**src/rtl/imm_decode_stage.sv**
```systemverilog
// Immediate decode stage: extracts the RISC-V immediate and format from an
// instruction word and buffers the result in a 2-entry FIFO with sideband tag.
module imm_decode_stage #(
  parameter int XLEN  = 32,
  parameter int TAG_W = 8,
  parameter int CNT_W = 16
) (
  input  logic             clk,
  input  logic             reset_n,
  input  logic             flush,
  input  logic             in_valid,
  output logic             in_ready,
  input  logic [31:0]      in_inst,
  input  logic [TAG_W-1:0] in_tag,
  output logic             out_valid,
  input  logic             out_ready,
  output logic [XLEN-1:0]  out_imm,
  output logic [2:0]       out_fmt,
  output logic             out_illegal,
  output logic [TAG_W-1:0] out_tag,
  output logic [CNT_W-1:0] illegal_cnt
);

  localparam bit IS64 = (XLEN == 64);

  localparam logic [2:0] FMT_I     = 3'd0;
  localparam logic [2:0] FMT_S     = 3'd1;
  localparam logic [2:0] FMT_B     = 3'd2;
  localparam logic [2:0] FMT_U     = 3'd3;
  localparam logic [2:0] FMT_J     = 3'd4;
  localparam logic [2:0] FMT_SHAMT = 3'd5;
  localparam logic [2:0] FMT_NONE  = 3'd7;

  localparam logic [6:0] OP_LOAD     = 7'b0000011;
  localparam logic [6:0] OP_IMM      = 7'b0010011;
  localparam logic [6:0] OP_IMM32    = 7'b0011011;
  localparam logic [6:0] OP_JALR     = 7'b1100111;
  localparam logic [6:0] OP_SYSTEM   = 7'b1110011;
  localparam logic [6:0] OP_STORE    = 7'b0100011;
  localparam logic [6:0] OP_BRANCH   = 7'b1100011;
  localparam logic [6:0] OP_LUI      = 7'b0110111;
  localparam logic [6:0] OP_AUIPC    = 7'b0010111;
  localparam logic [6:0] OP_JAL      = 7'b1101111;
  localparam logic [6:0] OP_OP       = 7'b0110011;
  localparam logic [6:0] OP_OP32     = 7'b0111011;
  localparam logic [6:0] OP_MISC_MEM = 7'b0001111;

  typedef struct packed {
    logic [XLEN-1:0]  imm;
    logic [2:0]       fmt;
    logic             illegal;
    logic [TAG_W-1:0] tag;
  } entry_t;

  logic [6:0]        opcode;
  logic [2:0]        funct3;
  logic              is_shift;
  logic signed [31:0] raw;
  logic [31:0]       shamt_val;
  logic [2:0]        dec_fmt;
  logic              dec_illegal;
  entry_t            dec_entry;

  entry_t            mem_q [2];
  entry_t            mem_d [2];
  logic [1:0]        count_q, count_d;
  logic              wr_ptr_q, wr_ptr_d;
  logic              rd_ptr_q, rd_ptr_d;
  logic              ready_en_q, ready_en_d;
  logic [CNT_W-1:0]  illegal_cnt_q, illegal_cnt_d;
  logic              push, pop;

  assign opcode   = in_inst[6:0];
  assign funct3   = in_inst[14:12];
  assign is_shift = (funct3 == 3'b001) || (funct3 == 3'b101);

  // RV64 OP-IMM shifts use a 6-bit shamt; RV32 and the W-form use 5 bits.
  assign shamt_val = (IS64 && (opcode == OP_IMM)) ? {26'b0, in_inst[25:20]}
                                                  : {27'b0, in_inst[24:20]};

  always_comb begin
    raw         = '0;
    dec_fmt     = FMT_NONE;
    dec_illegal = 1'b0;
    case (opcode)
      OP_LOAD, OP_JALR, OP_SYSTEM: begin
        dec_fmt = FMT_I;
        raw     = {{20{in_inst[31]}}, in_inst[31:20]};
      end
      OP_IMM: begin
        if (is_shift) begin
          dec_fmt = FMT_SHAMT;
          raw     = shamt_val;
        end else begin
          dec_fmt = FMT_I;
          raw     = {{20{in_inst[31]}}, in_inst[31:20]};
        end
      end
      OP_IMM32: begin
        if (!IS64) begin
          dec_illegal = 1'b1;
        end else if (is_shift) begin
          dec_fmt = FMT_SHAMT;
          raw     = shamt_val;
        end else begin
          dec_fmt = FMT_I;
          raw     = {{20{in_inst[31]}}, in_inst[31:20]};
        end
      end
      OP_STORE: begin
        dec_fmt = FMT_S;
        raw     = {{20{in_inst[31]}}, in_inst[31:25], in_inst[11:7]};
      end
      OP_BRANCH: begin
        dec_fmt = FMT_B;
        raw     = {{19{in_inst[31]}}, in_inst[31], in_inst[7], in_inst[30:25],
                   in_inst[11:8], 1'b0};
      end
      OP_LUI, OP_AUIPC: begin
        dec_fmt = FMT_U;
        raw     = {in_inst[31:12], 12'b0};
      end
      OP_JAL: begin
        dec_fmt = FMT_J;
        raw     = {{11{in_inst[31]}}, in_inst[31], in_inst[19:12], in_inst[20],
                   in_inst[30:21], 1'b0};
      end
      OP_OP, OP_MISC_MEM: begin
        dec_fmt = FMT_NONE;
      end
      OP_OP32: begin
        dec_illegal = !IS64;
      end
      default: begin
        dec_illegal = 1'b1;
      end
    endcase
  end

  assign dec_entry.imm     = XLEN'(raw);
  assign dec_entry.fmt     = dec_fmt;
  assign dec_entry.illegal = dec_illegal;
  assign dec_entry.tag     = in_tag;

  // ready_en_q holds in_ready low until the first edge after reset release.
  assign in_ready  = ready_en_q && (count_q != 2'd2);
  assign out_valid = (count_q != 2'd0);
  assign push      = in_valid && in_ready && !flush;
  assign pop       = out_valid && out_ready && !flush;

  always_comb begin
    mem_d         = mem_q;
    count_d       = count_q;
    wr_ptr_d      = wr_ptr_q;
    rd_ptr_d      = rd_ptr_q;
    ready_en_d    = 1'b1;
    illegal_cnt_d = illegal_cnt_q;
    if (flush) begin
      count_d  = 2'd0;
      wr_ptr_d = 1'b0;
      rd_ptr_d = 1'b0;
    end else begin
      if (push) begin
        mem_d[wr_ptr_q] = dec_entry;
        wr_ptr_d        = ~wr_ptr_q;
      end
      if (pop) begin
        rd_ptr_d = ~rd_ptr_q;
      end
      count_d = count_q + 2'(push) - 2'(pop);
    end
    if (push && dec_illegal && !(&illegal_cnt_q)) begin
      illegal_cnt_d = illegal_cnt_q + 1'b1;
    end
  end

  always_ff @(posedge clk or negedge reset_n) begin
    if (!reset_n) begin
      mem_q[0]      <= '0;
      mem_q[1]      <= '0;
      count_q       <= 2'd0;
      wr_ptr_q      <= 1'b0;
      rd_ptr_q      <= 1'b0;
      ready_en_q    <= 1'b0;
      illegal_cnt_q <= '0;
    end else begin
      mem_q         <= mem_d;
      count_q       <= count_d;
      wr_ptr_q      <= wr_ptr_d;
      rd_ptr_q      <= rd_ptr_d;
      ready_en_q    <= ready_en_d;
      illegal_cnt_q <= illegal_cnt_d;
    end
  end

  assign out_imm     = mem_q[rd_ptr_q].imm;
  assign out_fmt     = mem_q[rd_ptr_q].fmt;
  assign out_illegal = mem_q[rd_ptr_q].illegal;
  assign out_tag     = mem_q[rd_ptr_q].tag;
  assign illegal_cnt = illegal_cnt_q;

endmodule

```
**config.mk**
```make
export PLATFORM = sky130hd
export DESIGN_NAME = imm_decode_stage
export DESIGN_NICKNAME = d
export VERILOG_FILES = /design/src/rtl/imm_decode_stage.sv
export SDC_FILE = /design/constraint.sdc
export NUM_CORES = 1
export LEC_CHECK = 0
export CORE_MARGIN = 2
export CORE_UTILIZATION = 57
export CTS_BUF_LIST = sky130_fd_sc_hd__clkbuf_4
export CTS_CLUSTER_SIZE = 40
export DETAILED_ROUTE_END_ITERATION = 10
export MAX_ROUTING_LAYER = met4
export PLACE_DENSITY = 0.88
export REMOVE_ABC_BUFFERS = 1
export SLEW_MARGIN = 20
export SYNTH_ARGS = -nofsm -noshare
export SYNTH_HDL_FRONTEND = slang
export SYNTH_SLANG_ARGS = --single-unit
```
**constraint.sdc**
```tcl
create_clock -name clk -period 4.6 [get_ports clk]
set_input_delay 0.69 -clock clk [delete_from_list [all_inputs] [get_ports clk]]
set_output_delay 0.69 -clock clk [all_outputs]
set_load 0.01 [all_outputs]
```
**Word-level counts from Yosys, hierarchy flattened**

Cells that the tools add are included.

- Memory bits (read-only): 0
- Memories: 0
- Bits in writable memories: 0
- Logic and storage cells: 73
- Register bits: 109
- Bits in latches: 0

- $add $sub $neg: 3
- Reduce and logical (&&, ||, !) cells: 19
- Magnitude comparators: 3
- Divide/modulo/power cells: 0
- Eq/ne operators: 14
- Bitwise logic cells: 5
- Muxes and demuxes: 16
- Shift operators: 0
- Multipliers: 0

Operators by type and width:

| kind | count |
|---|---|
| $pmux W32 S6 | 1 |
| $mux W44 | 4 |
| $bwmux W88 | 1 |
| $demux W44 S1 | 1 |
| $mux W32 | 1 |
| $eq A7 B7 Y1 const B | 4 |
| $eq A7 B6 Y1 const B | 3 |
| $pmux W3 S6 | 1 |
| $add A16 B1 Y16 const B | 1 |
| $reduce_and A16 Y1 | 1 |
| $eq A7 B5 Y1 const B | 2 |
| $reduce_or A11 Y1 | 1 |
| $logic_and A1 B1 Y1 | 8 |
| $eq A7 B2 Y1 const B | 1 |
| $eq A7 B4 Y1 const B | 1 |
| $reduce_bool A2 Y1 | 3 |
| $mux W1 | 5 |
| $ge A2 B2 Y1 const B | 2 |
| $not A1 Y2 | 2 |
| $eq A3 B1 Y1 const B | 1 |
| $eq A3 B3 Y1 const B | 1 |
| $mux W3 | 1 |
| $not A1 Y1 | 3 |
| $reduce_or A3 Y1 | 1 |
| 9 further kinds | 10 |

**Longest topological paths before layout**

Gate-level depths: netlist of run 1.

- Depth after elaboration: 7
- Mapped depth: 10

**Worst setup path before layout of run 1**

OpenSTA, ideal clock, no wires.

- Path kind: input port to flip-flop
- Start: input in_inst[5]
- End: register illegal_cnt_q[3] (netlist: illegal_cnt[3])
- Data arrival time: 2.109 ns
- Setup time: 0.127 ns
- Slack: 2.364 ns
- Cell stages on the path: 8
- Path buffers: 2
- Cell sequence: buf_2 -> nand2_1 -> nor4_1 -> a2111o_1 -> o21ba_2 -> buf_6 -> nand4_1 -> xnor2_1

- Word-level cells in the longest chain between the ends: 5
- Elaborated cells between the ends (all ways): 15

RTL lines:

| what | line | source |
|---|---|---|
| start, declared | 13 | `input logic [31:0] in_inst,` |
| $eq A7 B5 Y1 (tied with other cells) | 85 | `case (opcode)` |
| $reduce_or A11 Y1 (no line) * | -- |  |
| $mux W1 * | -- |  |
| $logic_and A1 B1 Y1 * (2 in a row) | 172 | `if (push && dec_illegal && !(&illegal_cnt_q)) begin` |
| end signal, assigned | 192 | `illegal_cnt_q <= illegal_cnt_d;` |
| end, declared | 70 | `logic [CNT_W-1:0] illegal_cnt_q, illegal_cnt_d;` |

Mark *: on every way between the ends. The rest lies on a longest branch, timed or not.
A chain may end at the register's enable or synchronous reset.

**Final worst setup path of run 1**

- Start: register rd_ptr_q
- End: output out_imm[31]

- Word-level cells in the longest chain between the ends: 4

RTL lines:

| what | line | source |
|---|---|---|
| start, declared | 68 | `logic rd_ptr_q, rd_ptr_d;` |
| start signal, assigned | 190 | `rd_ptr_q <= rd_ptr_d;` |
| $not A1 Y2 (not written as such) | 196 | `assign out_imm = mem_q[rd_ptr_q].imm;` |
| $mux W44 (3 in a row) | -- |  |
| end, declared | 17 | `output logic [XLEN-1:0] out_imm,` |

Every way passes these cells. The select of a mux whose other input is x is not followed.

==> impl_metrics.yaml, run 1 <==
run_status:
  status: "complete, no violations"
place:
  dp.final_hpwl_mm: 9.03
  pre_cts_ws_ps: 1370
  placed_cell_area_um2: 6300
  routabilityCongestion: 0.901
  place.port_buffers: 106
die:
  die_area_um2: 9830
  fp.dieH_um: 99.1
  core_um2: 8760
  row_count: 34
  chipWidth_um: 99.1
  start_util: 0.589
  design.portCount: 107
worst_setup_path:
  critical_path.max_stage_delay_ps: 1140
  timing.critical_path.fanout_max: 45
  cp_cell_sequence: "mux2_2, clkdlybuf4s50_1"
  path_class: "reg -> out"
  worst-endpoint-required_ps: 3910
  worstSetupStartpointType: "flip-flop"
  slowest_stage: "sky130_fd_sc_hd__dfrtp_2"
  critical_path.startpoint: "rd_ptr_q"
  worstPathArrival_ps: 2560
  reg2reg_slack_ps: 2250
  r2r_cells: 6
  crit-reg2reg-launch: "count_q[1]"
  timing.critical_path.to_type: "output pin"
  critical_path.reg2reg.endpoint: "mem_q[85]"
cts:
  clk_root_buffer_cell: "sky130_fd_sc_hd__clkbuf_4"
  post_cts_buffers: 0
  clkSlewWorstSetupHoldPaths_ps: 180
  clock-sinks: 109
  cts_tree: "done"
  clock_insertion_delay_worst_skew_ps: 470
  cts-root-to-sink-buffers: 2
  cts_htree_levels: 3
  cts-buffers-inserted: 9
  post_cts.resized_instances: 0
  post_cts_hold_buffer_count: 0
synth:
  syn_avg_cell_area_um2: 9.47
  area_share_of_the_largest_cell_type_after_synthesis: 0.529
  syn_area_um2: 5160
  synth_enable_flop_cells: 0
  synth.distinct_cells: 42
  netlist_top_cells_count: "sky130_fd_sc_hd__nand2_1, sky130_fd_sc_hd__dfrtp_1, sky130_fd_sc_hd__nor2_1"
  yosys_warnings: 0
  synthTopCellsByArea: "sky130_fd_sc_hd__dfrtp_1, sky130_fd_sc_hd__mux2_2, sky130_fd_sc_hd__nand2_1"
  synth_cells: 545
  ys_ff_latch: 109
  synth.yosys.seq_area_share: 0.529
  synth.most_common_cell: "sky130_fd_sc_hd__nand2_1"
  yosys.area.top_type: "sky130_fd_sc_hd__dfrtp_1"
  asyncSetResetFlopFracSynth: 1.00
  synth-main-ff-cell: "sky130_fd_sc_hd__dfrtp_1"
power_and_ir_drop:
  p_clk_frac: 0.184
  design_power_total_uw: 2540
  leakagePower_uw: 0.00273
  vdd_drop_max_mv: 0.243
  power.internal_uw: 1720
  power.net_switching_uw: 824
  switching_share: 0.324
  p_comb_frac: 0.297
  power_density_nw_per_um2: 395
  seq_power_share: 0.519
run:
  maxCapViolations: 0
drt:
  first_pass_iters: 5
  vias_per_cell: 5.81
  drc: 0
  detail_route.wl_per_cell_um: 17.0
  violation_count_after_the_first_detailed_routing_iteration: 257
  totalWireLength_mm: 12.8
  detailroute.via_count: 4388
  antenna_left: 0
timing:
  post-route-min-period_ps: 3250
  period_share: 0.707
  slew_headroom: 0.245
  worst-slew-pin-transition_ps: 1130
  slew_viol_final: 0
  setup_tns_ps: 0
  number_of_endpoints_failing_setup_at_the_final_stage: 0
  postLayoutSetupSlackWorst_ps: 1350
  achievable-frequency_ghz: 0.307
  worst_clock_skew_ps: 32.2
  rsz_0062_raised_after_global_routing: "no"
  finalHoldViolCount: 0
final_layout:
  layout-drive-gt1-share: 0.133
  layout-area-overhead-vs-synth_pct: 24.7
  sequential_cell_area_um2: 2730
  fillers: 655
  multiInputGateArea_um2: 2300
  fin_area_um2: 6430
  final_net_count: 690
  finalCoreUtilization: 0.734
  antenna_cells_inserted: 0
grt:
  groute.usage.overall: 0.275
  grt_antenna_before_repair: 0
  grt_first_pass_wirelength_mm: 21.2
  grt_max_degree: 77
  via_count_of_the_first_global_routing_pass: 4363
  overflow: 0
worst_hold_path:
  timing.hold.worst.class: "in -> async"
-- metal layers --
layer,share of wire,up-vias,track usage
met2,0.50,159,0.443
met5,0,-,-
met1,0.43,2162,0.367
li1,-,2042,-
met4,0.017,0,0.0695
met3,0.058,25,0.0478
-- through the flow --
stage	instances	hold WS, ps
6_report	755	357
5_1_grt	755	413
4_1_cts	755	381
3_5_place_dp	739	457
3_3_place_gp	739	452
2_1_floorplan	517	394
-- power by group through the flow --
stage               clock (uW)  combinational [uW]  sequential [uW]
floorplan                    0                 385             1300
global route               510                 831             1340
detailed placement           0                 756             1330
finish                     468                 756             1320
global placement             0                 725             1320
CTS                        471                 761             1310
-- kinds of logic (layout without fill, tap and decap cells) --
group,count (synthesis),count (layout),share of synthesized area
flip-flops,109,109,0.529
AO/OA/AOI/OAI,104,104,0.112
multiplexers,48,48,0.105
adder cells (fa/ha/maj),3,3,0.00728
AND/OR/NAND/NOR,227,227,0.186
XOR/XNOR,19,19,0.0323
buffers and inverters,34,136,0.0284
other,1,1,0.000727
-- flip-flops by register name, summed over array words and instances, names as in the netlist --
signal       count
wr_ptr_q         1
ready_en_q       1
illegal_cnt     16
mem_q           88
count_q          2
rd_ptr_q         1
-- final cells by class --
cell class | instances | area share
Timing Repair Buffer | 114 | 0.174
Clock buffer | 9 | 0.0105
Clock inverter | 7 | 0.0103
Sequential cell | 109 | 0.424
Tap cell | 108 | 0.0210
Inverter | 6 | 0.00350
Multi-Input combinational cell | 402 | 0.357
-- worst max-delay path, delay by kind of cell (launching register included) --
kind                   cells  cell delay (ps)
buffers and inverters      1              490
muxes                      1              450
DFF                        1             1140
-- cells in the final DEF, fill, tap and decap left out, drive strengths merged, types with 5 or more instances in the layout --
master and n:
a21oi 53, o21ai 32, clkbuf 9, buf 9, nand2 119, xor2 5, inv 9, xnor2 14
clkdlybuf4s50 105, nor2 66, nand3 10, mux2 48, dfrtp 109
-- how the worst max path moves through the flow --
stage	end	slack (ps)	cells after the start
2_1_floorplan	mem_q[55]	1940	5
3_3_place_gp	mem_q[76]	1470	7
3_5_place_dp	mem_q[85]	1370	7
4_1_cts	out_imm[31]	1370	2
5_1_grt	out_imm[13]	1260	2
6_report	out_imm[31]	1350	2
Power figures use the tool's default switching activity.
==> run 2: changes to the inputs <==
--- a/config.mk
+++ b/config.mk
@@ -6,12 +6,12 @@
 export NUM_CORES = 1
 export LEC_CHECK = 0
 export CORE_MARGIN = 2
-export CORE_UTILIZATION = 57
+export CORE_UTILIZATION = 53
 export CTS_BUF_LIST = sky130_fd_sc_hd__clkbuf_4
 export CTS_CLUSTER_SIZE = 40
 export DETAILED_ROUTE_END_ITERATION = 10
 export MAX_ROUTING_LAYER = met4
-export PLACE_DENSITY = 0.88
+export PLACE_DENSITY = 0.82
 export REMOVE_ABC_BUFFERS = 1
 export SLEW_MARGIN = 20
 export SYNTH_ARGS = -nofsm -noshare
==> constraint.sdc (replaced) <==
create_clock -name clk -period 3.4 [get_ports clk]
set_input_delay 0.51 -clock clk [delete_from_list [all_inputs] [get_ports clk]]
set_output_delay 0.51 -clock clk [all_outputs]
set_load 0.01 [all_outputs]
==> run 2 against run 1 <==
Register-to-register slack worse by 1100 ps. Clock skew down 11 ps. Wire length down 3.7%.
==> impl_metrics.yaml, run 2 (synthesized netlist as in run 1, its figures left out) <==
worst_setup_path:
  critical_path.startpoint: "rd_ptr_q"
  critical_path.reg2reg.endpoint: "illegal_cnt[1]"
  crit-reg2reg-launch: "illegal_cnt[0]"
  worstPathArrival_ps: 2340
  slowest_stage: "sky130_fd_sc_hd__dfrtp_2"
  worst-endpoint-required_ps: 2890
  timing.critical_path.fanout_max: 24
  r2r_cells: 6
  reg2reg_slack_ps: 1140
  critical_path.max_stage_delay_ps: 780
  crit_path_end: "out_imm[5]"
  cp_cell_sequence: "buf_12, mux2_2, clkdlybuf4s50_1"
  timing.critical_path.to_type: "output pin"
  path_class: "reg -> out"
  worstSetupStartpointType: "flip-flop"
timing:
  number_of_endpoints_failing_setup_at_the_final_stage: 0
  post-route-min-period_ps: 2850
  worst_clock_skew_ps: 20.9
  slew_headroom: 0.362
  achievable-frequency_ghz: 0.351
  period_share: 0.838
  setup_tns_ps: 0
  rsz_0062_raised_after_global_routing: "no"
  slew_viol_final: 0
  worst-slew-pin-transition_ps: 957
  postLayoutSetupSlackWorst_ps: 549
  finalHoldViolCount: 0
grt:
  groute.usage.overall: 0.251
  grt_first_pass_wirelength_mm: 20.1
  overflow: 0
  via_count_of_the_first_global_routing_pass: 4121
  grt_max_degree: 59
  grt_antenna_before_repair: 0
final_layout:
  largest-register: "mem_q"
  layout-area-overhead-vs-synth_pct: 25.6
  layout_commonest_cell: "sky130_fd_sc_hd__nand2_1"
  final_net_count: 692
  antenna_cells_inserted: 0
  layout.cells.most_common_list: "sky130_fd_sc_hd__nand2_1, sky130_fd_sc_hd__dfrtp_1, sky130_fd_sc_hd__clkdlybuf4s50_1, sky130_fd_sc_hd__nor2_1, sky130_fd_sc_hd__a21oi_1"
  max_ffs_per_register: 88
  layout-drive-gt1-share: 0.134
drt:
  totalWireLength_mm: 12.4
  antenna_left: 0
  violation_count_after_the_first_detailed_routing_iteration: 379
  detail_route.wl_per_cell_um: 15.8
  detailroute.via_count: 4283
  drc: 0
  vias_per_cell: 5.48
  first_pass_iters: 5
power_and_ir_drop:
  design_power_total_uw: 3390
  leakagePower_uw: 0.00274
  vdd_drop_max_mv: 0.357
  power_density_nw_per_um2: 523
place:
  dp.final_hpwl_mm: 8.65
  pre_cts_ws_ps: 443
  routabilityCongestion: 1.04
  place.port_buffers: 106
cts:
  clock_insertion_delay_worst_skew_ps: 450
  clk_root_buffer_cell: "sky130_fd_sc_hd__clkbuf_4"
  post_cts_buffers: 0
  cts_tree: "done"
  clock-sinks: 109
  cts-root-to-sink-buffers: 2
  post_cts.resized_instances: 0
  clkSlewWorstSetupHoldPaths_ps: 170
  cts-buffers-inserted: 9
  post_cts_hold_buffer_count: 0
  cts_htree_levels: 3
die:
  core_um2: 9590
  fp.dieH_um: 103
  chipWidth_um: 103
  die_area_um2: 10500
  design.portCount: 107
  start_util: 0.538
  row_count: 36
worst_hold_path:
  timing.hold.worst.class: "in -> async"
run:
  maxCapViolations: 0
run_status:
  status: "complete, no violations"
==> run 2: cell count changes in the layout (fill, tap and decap cells not counted), sizes merged <==
cell	delta
buf	+2
clkbuf	+1
clkinvlp	-1
==> run 2: area by class of cell <==
cell class	instances	area (um2)
well taps	133	166
clock inverters	6	46.3
clock buffers	10	75.1
repair buffers	116	1150
fillers	771	3110
inverters	6	22.5
multi-input cells	402	2300
flip-flops and latches	109	2730
==> run 2: worst min-delay path by stage <==
stage,slack [ps],endpoint,cells past startpoint,startpoint
5_1_grt,110,mem_q[59],1,reset_n
3_3_place_gp,450,mem_q[5],2,mem_q[5]
3_5_place_dp,460,mem_q[46],2,mem_q[46]
2_1_floorplan,210,count_q[0],0,reset_n
4_1_cts,110,mem_q[15],1,reset_n
6_report,90,mem_q[58],1,reset_n
==> run 2: per-stage QoR <==
| step | instances | instance area, um2 | utilization | hold WS [ps] |
|---|---|---|---|---|
| 2_1_floorplan | 517 | 5030 | - | 214 |
| 4_1_cts | 782 | 6480 | 0.676 | 108 |
| 6_report | 782 | 6480 | 0.676 | 94.3 |
| 3_5_place_dp | 766 | 6360 | 0.663 | 461 |
| 5_1_grt | 782 | 6480 | 0.676 | 109 |
| 3_3_place_gp | 766 | 6360 | 0.663 | 452 |
==> run 2: where the power goes <==
group / switching [uW] / total [uW] / internal [uW]
logic: 452 / 1030 / 582
registers: 186 / 1760 / 1580
clock network: 423 / 589 / 166
total: 1060 / 3390 / 2330
==> run 2: critical path, delay by kind of cell, from the launching register on <==
family,cells,cell delay (ps)
buffers and inverters,2,750
flip-flops,1,780
multiplexers,1,360
==> run 2: per-layer routing <==
layer  up-vias  global-route usage  wire, um
met1      2058               0.330      5260
met4         0              0.0718       200
met5         -                   -         0
li1       2038                   -         -
met3        21              0.0475       811
met2       166               0.401      6090
==> run 3: changes to the inputs <==
--- a/config.mk
+++ b/config.mk
@@ -6,12 +6,12 @@
 export NUM_CORES = 1
 export LEC_CHECK = 0
 export CORE_MARGIN = 2
-export CORE_UTILIZATION = 53
+export CORE_UTILIZATION = 48
 export CTS_BUF_LIST = sky130_fd_sc_hd__clkbuf_4
 export CTS_CLUSTER_SIZE = 40
 export DETAILED_ROUTE_END_ITERATION = 10
 export MAX_ROUTING_LAYER = met4
-export PLACE_DENSITY = 0.82
+export PLACE_DENSITY = 0.79
 export REMOVE_ABC_BUFFERS = 1
 export SLEW_MARGIN = 20
 export SYNTH_ARGS = -nofsm -noshare
==> constraint.sdc (replaced) <==
create_clock -name clk -period 2.5 [get_ports clk]
set_input_delay 0.375 -clock clk [delete_from_list [all_inputs] [get_ports clk]]
set_output_delay 0.375 -clock clk [all_outputs]
set_load 0.01 [all_outputs]
==> run 3 against run 2 <==
Critical path depth did not move. Wire length is 5.7% higher. Combinational power is 43% higher. Final area increased by 3.6%. Largest power group unchanged. Via count grew 1.9%. Flip-flop and latch count unchanged. First-iteration DRC count down 41%. Sequential power up 36%.
==> impl_metrics.yaml, run 3 (synthesized netlist as in run 1, its figures left out) <==
worst_setup_path:
  slowest_stage: "sky130_fd_sc_hd__dfrtp_2"
  worstPathBufferInverterCount: 2
  critical_path.max_stage_delay_ps: 520
  cp_cell_sequence: "buf_12, mux2_2, clkdlybuf4s50_1"
  worstSetupStartpointType: "flip-flop"
  timing.critical_path.to_type: "output pin"
  worst-endpoint-required_ps: 2120
  timing.critical_path.fanout_max: 24
  critical-path-top-delay-family: "buffers and inverters"
  path_class: "reg -> out"
  worstPathArrival_ps: 2050
timing:
  hold-worst-slack_ps: 317
  worst_clock_skew_ps: 18.3
  slew_viol_final: 0
  period_share: 0.972
  post-route-min-period_ps: 2430
  slew_headroom: 0.354
  number_of_endpoints_failing_setup_at_the_final_stage: 0
  postLayoutSetupSlackWorst_ps: 70.9
  achievable-frequency_ghz: 0.412
  worst-slew-pin-transition_ps: 969
  finalHoldViolCount: 0
place:
  dp.final_hpwl_mm: 9.45
  place.port_buffers: 106
  pre_cts_ws_ps: -83.3
  placed_cell_area_um2: 6570
  routabilityCongestion: 0.868
power_and_ir_drop:
  design_power_total_uw: 4630
  p_clk_frac: 0.166
  leakagePower_uw: 0.00288
  power_density_nw_per_um2: 689
  power.net_switching_uw: 1450
  p_comb_frac: 0.317
  seq_power_share: 0.517
  vdd_drop_max_mv: 0.431
  switching_share: 0.314
  power.internal_uw: 3180
grt:
  grt_first_pass_wirelength_mm: 21.6
  groute.layer.met1.usage: 0.324
  overflow: 0
  via_count_of_the_first_global_routing_pass: 4375
  groute.usage.overall: 0.246
  grt.met2_usage: 0.401
  grt_antenna_before_repair: 0
  grt_max_degree: 61
  busiest_layer: "met2"
  grt_use_met3: 0.0351
die:
  die_area_um2: 11600
  chipWidth_um: 108
  fp.dieH_um: 108
  start_util: 0.497
  row_count: 37
  design.portCount: 107
  core_um2: 10400
drt:
  antenna_left: 0
  vias_per_cell: 5.37
  detailroute.via_count: 4365
  first_pass_iters: 4
  totalWireLength_mm: 13.1
  drc: 0
  detail_route.wl_per_cell_um: 16.1
  violation_count_after_the_first_detailed_routing_iteration: 224
final_layout:
  layout.cells.most_common_list: "sky130_fd_sc_hd__nand2_1, sky130_fd_sc_hd__dfrtp_1, sky130_fd_sc_hd__clkdlybuf4s50_1, sky130_fd_sc_hd__nor2_1, sky130_fd_sc_hd__a21oi_1"
  final_net_count: 721
  layout-area-overhead-vs-synth_pct: 30.2
  max_ffs_per_register: 88
  finalCoreUtilization: 0.648
  fillers: 866
  fin_area_um2: 6720
  largest-register: "mem_q"
  layout_commonest_cell: "sky130_fd_sc_hd__nand2_1"
  layout-drive-gt1-share: 0.167
  antenna_cells_inserted: 0
worst_hold_path:
  timing.hold.worst.class: "in -> async"
cts:
  clk_root_buffer_cell: "sky130_fd_sc_hd__clkbuf_4"
  clock_insertion_delay_worst_skew_ps: 460
  clock-sinks: 109
  cts-root-to-sink-buffers: 2
  cts_tree: "done"
  cts_htree_levels: 3
  cts-buffers-inserted: 9
  post_cts.resized_instances: 0
  clkSlewWorstSetupHoldPaths_ps: 160
run_status:
  status: "complete, no violations"
run:
  maxCapViolations: 0
-- run 3: path summary, 6_finish.rpt --
| kind | start | depth (start not counted) | slack [ps] | to |
|---|---|---|---|---|
| max in group asynchronous | reset_n | 3 | 1460 | rd_ptr_q |
| min in group clk | in_tag[1] | 3 | 450 | mem_q[45] |
| setup reg to reg | illegal_cnt[0] | 6 | 230 | illegal_cnt[1] |
| setup / recovery | rd_ptr_q | 3 | 70 | out_imm[24] |
| hold / removal | reset_n | 2 | 320 | mem_q[65] |
| hold reg to reg | mem_q[47] | 2 | 490 | mem_q[47] |
-- run 3: what timing repair did --
item                                    CTS  global route
endpoints found under the hold margin    18             0
hold buffers                              1             0
buffers inserted                          0             4
endpoints found under the setup margin    0            25
-- run 3: power groups by stage --
stage,combinational [uW],sequential [uW],clock (uW)
after floorplan,709,2390,0
after global placement,1420,2390,0
after detailed placement,1460,2430,0
after CTS,1470,2390,782
after global routing,1610,2450,868
final,1470,2390,768
-- run 3: layout make-up --
cell class	instances	area (um2)	area share
Tap cell	136	170	0.0253
Timing Repair Buffer	145	1390	0.207
Multi-Input combinational cell	402	2300	0.342
Inverter	6	22.5	0.00335
Clock inverter	6	38.8	0.00578
Sequential cell	109	2730	0.406
Clock buffer	9	67.6	0.0101
-- run 3: metal layers --
layer  part of all wire  up-vias
li1                   -     2103
met1               0.44     2121
met2               0.50      128
met3              0.054       13
met4             0.0094        0
met5                  0        -
-- run 3: metrics by stage --
| step | std cells | setup TNS, ps |
|---|---|---|
| 4_1_cts | 809 | 0 |
| 3_3_place_gp | 793 | -92.6 |
| 6_report | 813 | 0 |
| 5_1_grt | 813 | -20.0 |
| 3_5_place_dp | 793 | -1340 |
| 2_1_floorplan | 517 | 0 |
-- run 3: worst register-to-register path, cell delays in order (launching register included) --
cell	delay [ps]
sky130_fd_sc_hd__dfrtp_1	480
sky130_fd_sc_hd__ha_1	230
sky130_fd_sc_hd__and3_2	230
sky130_fd_sc_hd__nand2_1	80
sky130_fd_sc_hd__or4_4	540
sky130_fd_sc_hd__o21ba_2	310
sky130_fd_sc_hd__mux2_2	300
